==> config.mk <==
export PLATFORM = sky130hd
export DESIGN_NAME = mult_div_unit
export DESIGN_NICKNAME = d
export VERILOG_FILES = /design/src/rtl/mdu_pkg.sv /design/src/rtl/mdu_sign_fix.sv /design/src/rtl/mult_div_unit.sv
export SDC_FILE = /design/constraint.sdc
export NUM_CORES = 1
export LEC_CHECK = 0
export ABC_CLOCK_PERIOD_IN_PS = 4700
export CORE_UTILIZATION = 30
export CTS_CLUSTER_SIZE = 8
export DETAILED_ROUTE_END_ITERATION = 6
export PLACE_DENSITY_LB_ADDON = 0.12
export SKIP_CTS_REPAIR_TIMING = 1
export SYNTH_ARGS = -nofsm -noshare
export SYNTH_HDL_FRONTEND = slang
export SYNTH_HIERARCHICAL = 1
export SYNTH_SLANG_ARGS = --single-unit
==> constraint.sdc <==
create_clock -name clk -period 4.7 [get_ports clk]
set_input_delay 0.705 -clock clk [delete_from_list [all_inputs] [get_ports clk]]
set_output_delay 0.705 -clock clk [all_outputs]
set_load 0.01 [all_outputs]
==> src/rtl/mdu_pkg.sv <==
// Shared definitions for the multiply/divide unit: op encodings, FSM states
// and small op-decode helpers also used by the main control unit.
package mdu_pkg;

  localparam logic [1:0] OP_MULT  = 2'b00;
  localparam logic [1:0] OP_MULTU = 2'b01;
  localparam logic [1:0] OP_DIV   = 2'b10;
  localparam logic [1:0] OP_DIVU  = 2'b11;

  typedef enum logic [1:0] {
    S_IDLE = 2'd0,
    S_CALC = 2'd1,
    S_FIX  = 2'd2
  } state_t;

  function automatic logic isSignedOp(input logic [1:0] op);
    return (op == OP_MULT) || (op == OP_DIV);
  endfunction

  function automatic logic isDivOp(input logic [1:0] op);
    return (op == OP_DIV) || (op == OP_DIVU);
  endfunction

endpackage

==> src/rtl/mdu_sign_fix.sv <==
// Conditional two's-complement negation. Used both to take operand
// magnitudes on accept and to restore result signs in FIX.
module mdu_sign_fix #(
  parameter int W = 32
) (
  input  logic [W-1:0] val_i,
  input  logic         neg_i,
  output logic [W-1:0] val_o
);

  assign val_o = neg_i ? (~val_i + W'(1)) : val_i;

endmodule

==> src/rtl/mult_div_unit.sv <==
// Iterative radix-2 multiply / restoring divide unit producing HI/LO.
// One iteration per cycle over WIDTH cycles, then a single FIX cycle that
// restores signs and writes HI/LO.
module mult_div_unit #(
  parameter int WIDTH = 32
) (
  input  logic             clk,
  input  logic             rst_n,
  input  logic [WIDTH-1:0] A,
  input  logic [WIDTH-1:0] B,
  input  logic [1:0]       op,
  input  logic             start,
  input  logic             hi_we,
  input  logic             lo_we,
  output logic             busy,
  output logic             done,
  output logic [WIDTH-1:0] hi,
  output logic [WIDTH-1:0] lo
);

  import mdu_pkg::*;

  localparam int CW = $clog2(WIDTH + 1);

  state_t             state_q, state_d;
  logic [CW-1:0]      cnt_q, cnt_d;
  logic [2*WIDTH-1:0] acc_q, acc_d;
  logic [WIDTH-1:0]   opnd_q, opnd_d;
  logic [1:0]         op_q, op_d;
  logic               signA_q, signA_d;
  logic               signB_q, signB_d;
  logic               divZero_q, divZero_d;
  logic [WIDTH-1:0]   hi_q, hi_d;
  logic [WIDTH-1:0]   lo_q, lo_d;
  logic               done_q, done_d;

  logic [WIDTH-1:0]   absA, absB;
  logic [2*WIDTH-1:0] prodFixed;
  logic [WIDTH-1:0]   quotFixed, remFixed;
  logic [WIDTH:0]     addSum, trialRem, trialDiff;
  logic [2*WIDTH-1:0] mulStep, divStep;
  logic               resNeg;

  assign resNeg = signA_q ^ signB_q;

  mdu_sign_fix #(.W(WIDTH)) u_absA (
    .val_i(A), .neg_i(isSignedOp(op) & A[WIDTH-1]), .val_o(absA));
  mdu_sign_fix #(.W(WIDTH)) u_absB (
    .val_i(B), .neg_i(isSignedOp(op) & B[WIDTH-1]), .val_o(absB));
  mdu_sign_fix #(.W(2*WIDTH)) u_fixProd (
    .val_i(acc_q), .neg_i(resNeg), .val_o(prodFixed));
  mdu_sign_fix #(.W(WIDTH)) u_fixQuot (
    .val_i(acc_q[WIDTH-1:0]), .neg_i(resNeg), .val_o(quotFixed));
  mdu_sign_fix #(.W(WIDTH)) u_fixRem (
    .val_i(acc_q[2*WIDTH-1:WIDTH]), .neg_i(signA_q), .val_o(remFixed));

  // Multiply: acc holds {partial product, remaining multiplier bits}; add the
  // multiplicand into the top half when the multiplier LSB is set, then shift
  // right keeping the carry.
  assign addSum  = {1'b0, acc_q[2*WIDTH-1:WIDTH]} + {1'b0, opnd_q};
  assign mulStep = acc_q[0] ? {addSum, acc_q[WIDTH-1:1]}
                            : {1'b0, acc_q[2*WIDTH-1:1]};

  // Divide: acc holds {partial remainder, remaining dividend bits}; trial
  // subtract the divisor from the shifted remainder and shift in the quotient
  // bit. A zero divisor always "succeeds", so the remainder ends up as the
  // dividend magnitude and the quotient as all ones.
  assign trialRem  = acc_q[2*WIDTH-1:WIDTH-1];
  assign trialDiff = trialRem - {1'b0, opnd_q};
  assign divStep   = trialDiff[WIDTH] ? {acc_q[2*WIDTH-2:0], 1'b0}
                                      : {trialDiff[WIDTH-1:0], acc_q[WIDTH-2:0], 1'b1};

  // Next-state logic: accept/MTHI/MTLO in idle, iterate in CALC, write HI/LO in FIX.
  always_comb begin
    state_d   = state_q;
    cnt_d     = cnt_q;
    acc_d     = acc_q;
    opnd_d    = opnd_q;
    op_d      = op_q;
    signA_d   = signA_q;
    signB_d   = signB_q;
    divZero_d = divZero_q;
    hi_d      = hi_q;
    lo_d      = lo_q;
    done_d    = 1'b0;
    case (state_q)
      S_IDLE: begin
        if (start) begin
          state_d   = S_CALC;
          cnt_d     = '0;
          op_d      = op;
          signA_d   = isSignedOp(op) & A[WIDTH-1];
          signB_d   = isSignedOp(op) & B[WIDTH-1];
          divZero_d = (B == '0);
          if (isDivOp(op)) begin
            acc_d  = {{WIDTH{1'b0}}, absA};
            opnd_d = absB;
          end else begin
            acc_d  = {{WIDTH{1'b0}}, absB};
            opnd_d = absA;
          end
        end else begin
          if (hi_we) hi_d = A;
          if (lo_we) lo_d = A;
        end
      end
      S_CALC: begin
        acc_d = isDivOp(op_q) ? divStep : mulStep;
        cnt_d = cnt_q + CW'(1);
        if (cnt_q == CW'(WIDTH - 1)) state_d = S_FIX;
      end
      S_FIX: begin
        if (isDivOp(op_q)) begin
          hi_d = remFixed;
          lo_d = divZero_q ? '1 : quotFixed;
        end else begin
          hi_d = prodFixed[2*WIDTH-1:WIDTH];
          lo_d = prodFixed[WIDTH-1:0];
        end
        done_d  = 1'b1;
        state_d = S_IDLE;
      end
      default: state_d = S_IDLE;
    endcase
  end

  // State registers; reset discards any in-flight operation and clears HI/LO.
  always_ff @(posedge clk or negedge rst_n) begin
    if (!rst_n) begin
      state_q   <= S_IDLE;
      cnt_q     <= '0;
      acc_q     <= '0;
      opnd_q    <= '0;
      op_q      <= OP_MULT;
      signA_q   <= 1'b0;
      signB_q   <= 1'b0;
      divZero_q <= 1'b0;
      hi_q      <= '0;
      lo_q      <= '0;
      done_q    <= 1'b0;
    end else begin
      state_q   <= state_d;
      cnt_q     <= cnt_d;
      acc_q     <= acc_d;
      opnd_q    <= opnd_d;
      op_q      <= op_d;
      signA_q   <= signA_d;
      signB_q   <= signB_d;
      divZero_q <= divZero_d;
      hi_q      <= hi_d;
      lo_q      <= lo_d;
      done_q    <= done_d;
    end
  end

  assign busy = (state_q != S_IDLE);
  assign done = done_q;
  assign hi   = hi_q;
  assign lo   = lo_q;

endmodule

==> metrics.md <==
| Metric | Value |
|---|---|
| Post-synthesis cell area | `0.0177 mm2` |
| First-pass DRT Iterations | `5` |
| Synth Area in Compound Gates | `0.252` |
| Clk Latency, worst-skew pair | `500 ps` |
| Antenna-violating nets left | `0` |
| Seq/Total Area, Yosys | `0.244` |
| Fill cells | `6056` |
| GR Overflow Total | `0` |
| Final Slew Violations | `0` |
| Initial antenna violation count | `0` |
| Number of global-route vias before repair | `16200` |
| Commonest non-fill, non-tap cells in the layout | `nand2_1, o21ai_0, xnor2_1, dfrtp_1, mux2i_1` |
| Period utilisation layout | `0.776` |
| Critical Path RT | `slightly above 5000 ps` |
| Post-synth top flop | `dfrtp_1` |
| Pwr dens | `683 mW/mm2` |
| Syn_area_per_cell | `8.20 um2` |
| Number of synthesized flops with an enable pin | `0` |
| Die H | `245 um` |
| Initial DRC Count | `1293` |
| Fin area | `0.0204 mm2` |
| Place WS | `between 1000 and 1500 ps` |
| Netlist cell types | `87` |
| Antenna diodes | `0` |
| Final setup violation count | `0` |
| Core Footprint | `0.0580 mm2` |
| Register area | `0.00433 mm2` |
| Synth Area in Adders | `0.0516` |
| Hold WC Path Type | `in2async` |
| CTS Buf Count | `17` |
| Synth warn | `6` |
| LEAKAGE | `7.73 nW` |
| Commonest non-fill, non-tap cell in the layout | `nand2_1` |
| Starting density of the core | `0.306` |
| Area of the multi-input gates | `0.0127 mm2` |
| Post-synth ARST share | `1.00` |
| Mux cell area share after synthesis | `0.0952` |
| XOR/XNOR Fraction of Synth Area | `0.118` |
| Largest net degree at the start of global routing | `91` |
| CTS tree | `done` |
| CP Capture Type | `flip-flop` |
| Non-Filler Instances | `3004` |
| WL/cell | `22.5 um` |
| Die width | `roughly 250 um` |
| Skew final | `10.9 ps` |
| Final Core Density | `0.352` |
| Min Tclk post-route | `about 3600 ps` |
| Relative slew slack | `0.250` |
| Critical Path Fanout Max | `13` |
| Placed Area | `0.0199 mm2` |
| Inst Count DP | `2972` |
| Total Routing Usage GR | `0.225` |
| I/O Buffers | `136` |
| H-tree Lvls | `4` |
| # IOs | `about 140` |
| Maximum clock insertion buffer count | `2` |
| Peak supply drop | `0.683 mV` |
| Clk pin slew, worst setup/hold paths | `about 70 ps` |
| Area grow syn2layout | `15.2%` |
| Total wire length | `67600 um` |
| Overall die area | `0.0601 mm2` |
| Status | `completed` |
| Design Power | `14.0 mW` |
| Post-synthesis simple-gate area fraction | `0.196` |
| Setup tns final | `0 ps` |
| CP Launch Type | `flip-flop` |
| Yosys reg bits | `roughly 170` |
| Worst Tran Pin Value | `about 1100 ps` |
| Vias per inst | `5.56` |
| Hold Worst Slack | `approximately 290 ps` |
| Mapped Cells | `2162` |
| Main combinational cell family by area after synthesis | `compound AO/OA/AOI/OAI gates` |
| RSZ-0062 raised after global routing | `false` |
| Syn nets | `2305` |
| Clock root buffer master | `clkbuf_16` |
| Rows | `88` |
| Final worst slack | `1050 ps` |
| # Max-Cap Violations | `0` |
| Crit path DAT | `just under 4000 ps` |
| First-pass GRT wire length | `102000 um` |
| Post-route DRC | `0` |
| Final Hold Fails | `0` |
| FMAX | `0.274 GHz` |
| Vias | `16700` |
| Dpl hpwl | `51300 um` |
| Crit path kind | `reg2reg` |
| Nets | `2369` |
| GP Congestion | `0.856` |
| CTS Sinks | `173` |
| Share of cells above drive strength 1 | `0.0813` |
[area by class of cell]
cell class,count,area share
multi-input combinational,1801,0.622
sequential,173,0.212
timing repair buffer,169,0.0805
tap,765,0.0468
clock buffer,20,0.0223
inverter,64,0.0118
clock inverter,12,0.00435
[state kept, by name, summed over array words and instances, names as in the netlist]
register	flops
acc_q	64
hi	32
lo	32
opnd_q	32
cnt_q	6
state_q	2
divZero_q	1
done	1
op_q	1
signA_q	1
signB_q	1
[final timing paths]
kind	start	slack (ps)	cells after the start	end
worst max-delay path	acc_q[33]	1050	11	acc_q[62]
worst min-delay path	rst_n	290	1	lo[6]
worst max register to register	acc_q[33]	1050	11	acc_q[62]
worst min register to register	hi[28]	480	2	hi[28]
max in group asynchronous	rst_n	3420	2	hi[12]
min in group clk	hi[28]	480	2	hi[28]
[routing by layer]
metal / GRT usage / wire (um)
met4: 0.0733 / 1780
met3: 0.0374 / 2940
met1: 0.302 / 31000
met5: 0 / 0
met2: 0.365 / 31900
[kinds of logic (layout without fill, tap and decap cells)]
family,after synthesis,after routing
AOI/OAI and AO/OA,678,678
and+or+nand+nor,646,646
xor gates and xnor gates,237,237
buffers and inverters,188,265
DFF,173,173
muxes,168,168
adders and majority gates,72,72
[cell usage after synthesis (all sizes together) (6+ instances only)]
| cell type | count | area (um2) |
|---|---|---|
| nand2 | 256 | 961 |
| o21ai | 229 | 1150 |
| xnor2 | 215 | 1900 |
| dfrtp | 173 | 4330 |
| mux2i | 163 | 1630 |
| a21oi | 145 | 737 |
| nor2 | 128 | 485 |
| clkbuf | 83 | 312 |
| ha | 70 | 876 |
| o31ai | 67 | 547 |
| inv | 64 | 240 |
| o41ai | 50 | 607 |
| o211ai | 45 | 338 |
| buf | 41 | 206 |
| nand3 | 39 | 223 |
| nor4 | 37 | 493 |
| nand2b | 34 | 213 |
| o22ai | 34 | 213 |
| nor3 | 26 | 151 |
| nand4 | 22 | 159 |
| xor2 | 22 | 193 |
| nor2b | 21 | 131 |
| a211oi | 20 | 160 |
| a21o | 20 | 150 |
| or3 | 19 | 135 |
| or4 | 15 | 136 |
| o21a | 13 | 97.6 |
| or2 | 13 | 81.3 |
| a31oi | 10 | 83.8 |
| o221ai | 8 | 70.1 |
| or2b | 8 | 60.1 |
| a31o | 7 | 61.3 |
| o21bai | 7 | 52.6 |
| and3 | 6 | 37.5 |
[worst max-delay path, stage by stage (launching register included)]
cell,delay (ps)
dfrtp_1,610
ha_1,320
a211oi_1,360
o211ai_1,250
a31oi_2,460
o211ai_1,270
a31o_1,310
o21a_1,190
o21a_1,200
and4b_1,200
o21ai_0,190
o2111ai_1,130
[power breakdown]
| part | switching (mW) | leakage (nW) | internal (mW) |
|---|---|---|---|
| sequential | 1.13 | 2.15 | 2.00 |
| clock | 0.720 | 0.259 | 0.705 |
| combinational | 5.29 | 5.32 | 4.11 |
| total | 7.14 | 7.73 | 6.82 |
Power figures use the tool's default switching activity.
